**src/rtl/tt_sweep_ctrl.sv**
```systemverilog
`default_nettype none
// ============================================================================
//  Module   : tt_sweep_ctrl
//  Purpose  : Truth-table sweep sequencer. On start it steps fu_in through
//             0..2^W-1, holds each vector for SETTLE cycles, then samples the
//             1-bit fu_out into table_q[fu_in].
//  Options  : TT_SWEEP_COUNT_EN adds ones_cnt, the number of 1s captured in
//             the current sweep.
//  Revision : 1.0 - initial release
// ============================================================================
module tt_sweep_ctrl #(
    parameter int W      = 5,
    parameter int SETTLE = 1
) (
    input  logic                clk,
    input  logic                rst,
    input  logic                start,
    input  logic                abort,
    output logic [W-1:0]        fu_in,
    input  logic                fu_out,
    output logic                busy,
    output logic                done,
    output logic                table_valid,
    output logic [(2**W)-1:0]   table_q
`ifdef TT_SWEEP_COUNT_EN
    ,
    output logic [W:0]          ones_cnt
`endif
);

    // Last vector index and the settle-counter value that ends a DRIVE phase.
    localparam logic [W-1:0] c_last_idx   = W'((2**W) - 1);
    localparam logic [3:0]   c_settle_end = 4'(SETTLE - 1);

    typedef enum logic [1:0] {
        ST_IDLE   = 2'd0,
        ST_DRIVE  = 2'd1,
        ST_SAMPLE = 2'd2,
        ST_DONE   = 2'd3
    } state_t;

    state_t              r_state;
    logic [W-1:0]        r_idx;
    logic [3:0]          r_wait;
    logic                r_busy;
    logic                r_done;
    logic                r_valid;
    logic [(2**W)-1:0]   r_table;
`ifdef TT_SWEEP_COUNT_EN
    logic [W:0]          r_ones;
`endif

    // Sweep state machine; rst outranks abort, abort outranks every transition.
    always_ff @(posedge clk) begin
        if (rst) begin
            r_state <= ST_IDLE;
            r_idx   <= '0;
            r_wait  <= '0;
            r_busy  <= 1'b0;
            r_done  <= 1'b0;
            r_valid <= 1'b0;
            r_table <= '0;
`ifdef TT_SWEEP_COUNT_EN
            r_ones  <= '0;
`endif
        end else if (abort) begin
            // Partial table contents are deliberately kept for inspection.
            r_state <= ST_IDLE;
            r_busy  <= 1'b0;
            r_done  <= 1'b0;
            r_valid <= 1'b0;
`ifdef TT_SWEEP_COUNT_EN
            r_ones  <= '0;
`endif
        end else begin
            case (r_state)
                ST_IDLE: begin
                    r_done <= 1'b0;
                    if (start) begin
                        r_state <= ST_DRIVE;
                        r_idx   <= '0;
                        r_wait  <= '0;
                        r_busy  <= 1'b1;
                        r_valid <= 1'b0;
                        r_table <= '0;
`ifdef TT_SWEEP_COUNT_EN
                        r_ones  <= '0;
`endif
                    end
                end
                ST_DRIVE: begin
                    if (r_wait == c_settle_end) begin
                        r_state <= ST_SAMPLE;
                    end else begin
                        r_wait <= r_wait + 4'd1;
                    end
                end
                ST_SAMPLE: begin
                    r_table[r_idx] <= fu_out;
`ifdef TT_SWEEP_COUNT_EN
                    r_ones <= r_ones + (W+1)'(fu_out);
`endif
                    // Terminal check comes first so idx never wraps.
                    if (r_idx == c_last_idx) begin
                        r_state <= ST_DONE;
                        r_done  <= 1'b1;
                    end else begin
                        r_state <= ST_DRIVE;
                        r_idx   <= r_idx + 1'b1;
                        r_wait  <= '0;
                    end
                end
                ST_DONE: begin
                    r_state <= ST_IDLE;
                    r_done  <= 1'b0;
                    r_busy  <= 1'b0;
                    r_valid <= 1'b1;
                end
                default: begin
                    r_state <= ST_IDLE;
                    r_busy  <= 1'b0;
                    r_done  <= 1'b0;
                end
            endcase
        end
    end

    assign fu_in       = r_idx;
    assign busy        = r_busy;
    assign done        = r_done;
    assign table_valid = r_valid;
    assign table_q     = r_table;
`ifdef TT_SWEEP_COUNT_EN
    assign ones_cnt    = r_ones;
`endif

endmodule
`default_nettype wire

```
**config.mk**
```make
export PLATFORM = sky130hd
export DESIGN_NAME = tt_sweep_ctrl
export DESIGN_NICKNAME = d
export VERILOG_FILES = /design/src/rtl/tt_sweep_ctrl.sv
export SDC_FILE = /design/constraint.sdc
export NUM_CORES = 1
export LEC_CHECK = 0
export ABC_AREA = 1
export ABC_CLOCK_PERIOD_IN_PS = 1800
export CAP_MARGIN = 20
export CORE_MARGIN = 4
export CORE_UTILIZATION = 53
export CTS_CLUSTER_SIZE = 8
export DETAILED_ROUTE_END_ITERATION = 8
export PLACE_DENSITY = 0.8
export SLEW_MARGIN = 0
export SYNTH_ARGS = -nofsm -noshare
export SYNTH_HDL_FRONTEND = slang
export SYNTH_SLANG_ARGS = --single-unit
```
**constraint.sdc**
```tcl
create_clock -name clk -period 1.8 [get_ports clk]
set_input_delay 0.36 -clock clk [delete_from_list [all_inputs] [get_ports clk]]
set_output_delay 0.36 -clock clk [all_outputs]
set_load 0.01 [all_outputs]
```
== Word level (Yosys, flattened, before mapping) ==
Index checks and enable logic that the tools add are counted.
Widths: inputs -> output; s select.

* Register bits: 46
* Bits of input ports: 5
* Output and inout port bits: 40
* Logic and storage cells: 58

* $add $sub $neg: 2
* Order comparisons: 2
* Equal/unequal tests: 9
* Multiplexer cells: 22
* Bitwise gates (word level): 1
* Reduce and logical (&&, ||, !) cells: 15

{| class="wikitable"
|+ Operators with widths
! cell !! count
|-
| $pmux 32 s2 || 1
|-
| $bwmux 32 || 1
|-
| $mux 32 || 1
|-
| $mux 4 || 3
|-
| $pmux 4 s3 || 1
|-
| $mux 5 || 2
|-
| $ne 2x2->1 const B || 5
|-
| $pmux 5 s2 || 1
|-
| $pmux 2 s4 || 1
|-
| $lt 5x6->1 const B || 1
|-
| $mux 2 || 3
|-
| $pmux 1 s2 || 3
|-
| $reduce_and 2->1 || 3
|-
| $reduce_bool 2->1 || 3
|-
| $add 5x1->5 const B || 1
|-
| $demux 1 s5 || 1
|-
| $eq 5x5->1 const B || 1
|-
| $ge 5x1->1 const B || 1
|-
| $reduce_and 5->1 || 1
|-
| $add 4x1->4 const B || 1
|-
| $eq 2x2->1 const B || 2
|-
| $logic_not 4->1 || 1
|-
| $mux 1 || 4
|-
| $reduce_and 4->1 || 1
|-
| other kinds (7) || 8
|}

== Depth between registers and ports, before layout ==
* Depth in word-level cells: 6
* Depth in mapped cells: 11
* Gate-level depth less buffers: 11

== Worst setup path after synthesis ==
OpenSTA, ideal clock, no wires.

* Kind: register to register
* From: register r_idx[0], in the netlist fu_in[0]
* To: register r_wait[3]
* Library setup time: 0.113 ns
* Data arrival time: 1.541 ns
* Data required time: 1.687 ns
* Setup slack: 0.147 ns
* Stages on the path, launching flop included: 11
* Path buffers: 0
* Period minus slack after synthesis: 1.653 ns
* Path through: dfxtp_1 > ha_1 > nand2_1 > nor2_1 > ha_1 > nand2_1 > nand2_1 > nor2_4 > nand2_1 > nor2_1 > nor2_1

* Word-level cells in the longest chain between the ends: 3

{| class="wikitable"
|+ Ends and longest elaborated chain
! element !! line !! text
|-
| from (decl) || 43 || <nowiki>logic [W-1:0] r_idx;</nowiki>
|-
| from (signal assigned) || 109 || <nowiki>r_idx <= r_idx + 1'b1;</nowiki>
|-
| $eq 5x5->1 || 104 || <nowiki>if (r_idx == c_last_idx) begin</nowiki>
|-
| $ne 2x2->1 (no line) || -- ||
|-
| $reduce_and 5->1 (no line) || -- ||
|-
| to (signal assigned) || 95 || <nowiki>r_wait <= r_wait + 4'd1;</nowiki>
|-
| to (decl) || 44 || <nowiki>logic [3:0] r_wait;</nowiki>
|}

Every way passes these cells.
A chain may end at the register's enable or synchronous reset.

== Worst setup path in the final report ==
* From: register r_idx[4], in the netlist fu_in[4]
* To: output port fu_in[4]

{| class="wikitable"
|+ RTL lines
! element !! line !! text
|-
| to (decl) || 19 || <nowiki>output logic [W-1:0] fu_in,</nowiki>
|}

No word-level cell between the ends.

==> results.json <==
{
  "die_h_um": 77.8,
  "relSlewSlack_pct": 75.2,
  "hold-path-endpoint": "done",
  "place_congestion": 0.859,
  "vias": 2521,
  "powerDensity_nw_per_um2": 608,
  "rsz0062_at_grt": "no",
  "whs_ps": 444,
  "htree_levels": 2,
  "ctsResizeCount": 0,
  "area_growth_pct": 27.5,
  "port_buffers": 44,
  "drive_gt1_share_pct": 11.3,
  "cp_num_buf_inv": 1,
  "p_switching_uw": 481,
  "synth_area_um2": 2580,
  "maxSlewViolCount": 0,
  "core-area_um2": 4720,
  "clockBufferDepth": 2,
  "antenna_found_initial": 0,
  "slowest_delay_ps": 590,
  "crit_required_ps": 1440,
  "start_util_pct": 54.7,
  "hold_violations": 0,
  "wl_met2_um": 2990,
  "netlist.area_leader.share_pct": 35.6,
  "holdPathStages": 2,
  "grt_first_pass_wirelength_um": 10400,
  "maxCapViolations": 0,
  "setup_viol": 0,
  "viasPerCell": 4.88,
  "routed_wirelength_um": 5970,
  "drtIter0Drc": 125,
  "cts.reportedPaths.clkPinSlew_ps": 80,
  "ys_types": 26,
  "ir_worst_vdd_v": 0.000404,
  "synthTopCellsByArea": "dfxtp_1 36%, nand2_1 18%, nor2_1 9.6%",
  "postCtsHoldBufs": 0,
  "p_int_mw": 1.52,
  "crit_chain": "clkdlybuf4s50_1",
  "p_comb_share_pct": 10.9,
  "die-area_um2": 6060,
  "worstSkewPairLatency_ps": 300,
  "wl_met3_um": 250,
  "yosysWarnings": 0,
  "avgSynthCellArea_um2": 6.62,
  "path_delay_family": "buffers and inverters",
  "arrival_ps": 1350,
  "row_count": 25,
  "syn-num-nets": 406,
  "critPathLaunchType": "register",
  "placed_area_um2": 3170,
  "yosys_register_bits": 46,
  "p_leak_nw": 1.41,
  "layout_min_cycle_time_ps": 1710,
  "yosysSeqAreaShare_pct": 35.6,
  "fin_util_pct": 69.7,
  "grt_usage_pct": 21.2,
  "power_frac_seq_pct": 51.7,
  "run_status": "complete, no violations",
  "cpMaxStageDelayCell": "clkdlybuf4s50_1",
  "cts-root-buf": "clkbuf_8",
  "diodes": 0,
  "first_pass_iters": 4,
  "fmax_ghz": 0.583,
  "top_layer_used": "met4",
  "synth_top_area_cell": "dfxtp_1",
  "rr_worst_depth": 10,
  "tns_ps": 0,
  "reg2reg_slack_ps": 160,
  "design_area_um2": 3290,
  "grt_overflow": 0,
  "reg2reg_to": "r_wait[3]",
  "worst_pin_slew_ps": 371,
  "cts_tree": "built",
  "worst-setup-path-type": "register to output pin",
  "dp_hpwl_um": 4490,
  "crit-reg2reg-launch": "fu_in[0]",
  "switching_share_pct": 24.0,
  "grt_max_degree": 22,
  "fin_skew_ps": 6.20,
  "cts_setup_buffers": 0,
  "min-delay-start": "done",
  "fin_nets": 465,
  "setup.worst_path.end_class": "output pin",
  "syn_inst": 390,
  "finalCritPeriodShare_pct": 95.3,
  "drc": 0,
  "grt_pass1_vias": 2377,
  "ant_nets": 0,
  "synth_ff_type": "dfxtp_1",
  "dieWidth_um": 77.8,
  "synthArstFlopShare_pct": 0,
  "met1Wirelength_um": 2640,
  "top_level_ports": 45,
  "cts_sinks": 46,
  "pwr-share-clk_pct": 37.5,
  "holdCritPathClass": "register to register",
  "path_max_fanout": 7,
  "synth-edff-count": 0,
  "wl_per_cell_um": 11.5,
  "cts_buffers": 5
}
==> area by class of cell <==
class | count | area (um2)
Fill cell | 426 | 1430
Inverter | 46 | 173
Multi-Input combinational cell | 289 | 1430
Clock inverter | 1 | 30.0
Tap cell | 67 | 83.8
Timing Repair Buffer | 61 | 581
Sequential cell | 46 | 921
Clock buffer | 7 | 76.3
==> state kept, by name, summed over array words and instances (netlist names) <==
signal       flops
table_q         32
r_wait           4
r_state          2
fu_in            5
done             1
table_valid      1
busy             1
==> stage by stage <==
step | instances | setup slack, ps | total power [mW]
4_1_cts | 517 | 76.3 | 2.02
6_report | 517 | 85.5 | 2.00
3_5_place_dp | 509 | 65.3 | 1.27
3_3_place_gp | 509 | 112 | 1.27
5_1_grt | 517 | 13.3 | 2.11
2_1_floorplan | 390 | 147 | 1.21
==> power by group through the flow <==
stage	logic, mW	registers, mW	clock network, mW
2_1_floorplan	0.152	1.06	0
3_3_place_gp	0.208	1.06	0
3_5_place_dp	0.212	1.06	0
4_1_cts	0.215	1.03	0.767
5_1_grt	0.239	1.04	0.830
6_report	0.217	1.03	0.751
==> cells in the mapped netlist, types with 2 or more instances <==
library cell,number
a21oi_1,12
buf_2,2
buf_4,3
buf_6,2
dfxtp_1,46
ha_1,11
inv_1,44
inv_2,2
nand2_1,125
nand2_4,4
nand3_1,27
nand4_1,9
nor2_1,66
nor2_2,8
nor2_4,2
nor2_8,2
o21ai_0,16
==> cells by family after synthesis <==
group,after synthesis,share of synthesized area [%]
adder cells (fa/ha/maj),11,5.33
AND/OR/NAND/NOR,249,43.9
flip-flops,46,35.6
buffers and inverters,55,9.54
AO/OA/AOI/OAI,29,5.62
==> cell usage in the layout (no fill, tap or decap), types with 3 or more instances in the layout <==
master,count
a21oi_1,12
buf_4,16
clkbuf_8,5
clkdlybuf4s50_1,44
dfxtp_1,46
ha_1,9
inv_1,44
nand2_1,123
nand2_2,3
nand2_4,4
nand3_1,27
nand4_1,9
nor2_1,65
nor2_2,9
o21ai_0,16
==> worst max path at each step <==
stage             start     endpoint  slack [ps]  depth (start not counted)
2_1_floorplan  fu_in[0]    r_wait[3]         150                         10
3_3_place_gp      start     fu_in[2]         110                          8
3_5_place_dp      start  table_q[22]          70                          9
4_1_cts        fu_in[4]     fu_in[4]          80                          1
5_1_grt        fu_in[0]    r_wait[3]          10                         11
6_report       fu_in[4]     fu_in[4]          90                          1
==> metal layers <==
metal	global-route usage, %	up-vias
li1	-	1325
met1	25.6	1140
met2	37.3	48
met3	4.29	8
met4	6.94	0
met5	0	-
No activity file was read; power rests on OpenSTA's default activity.
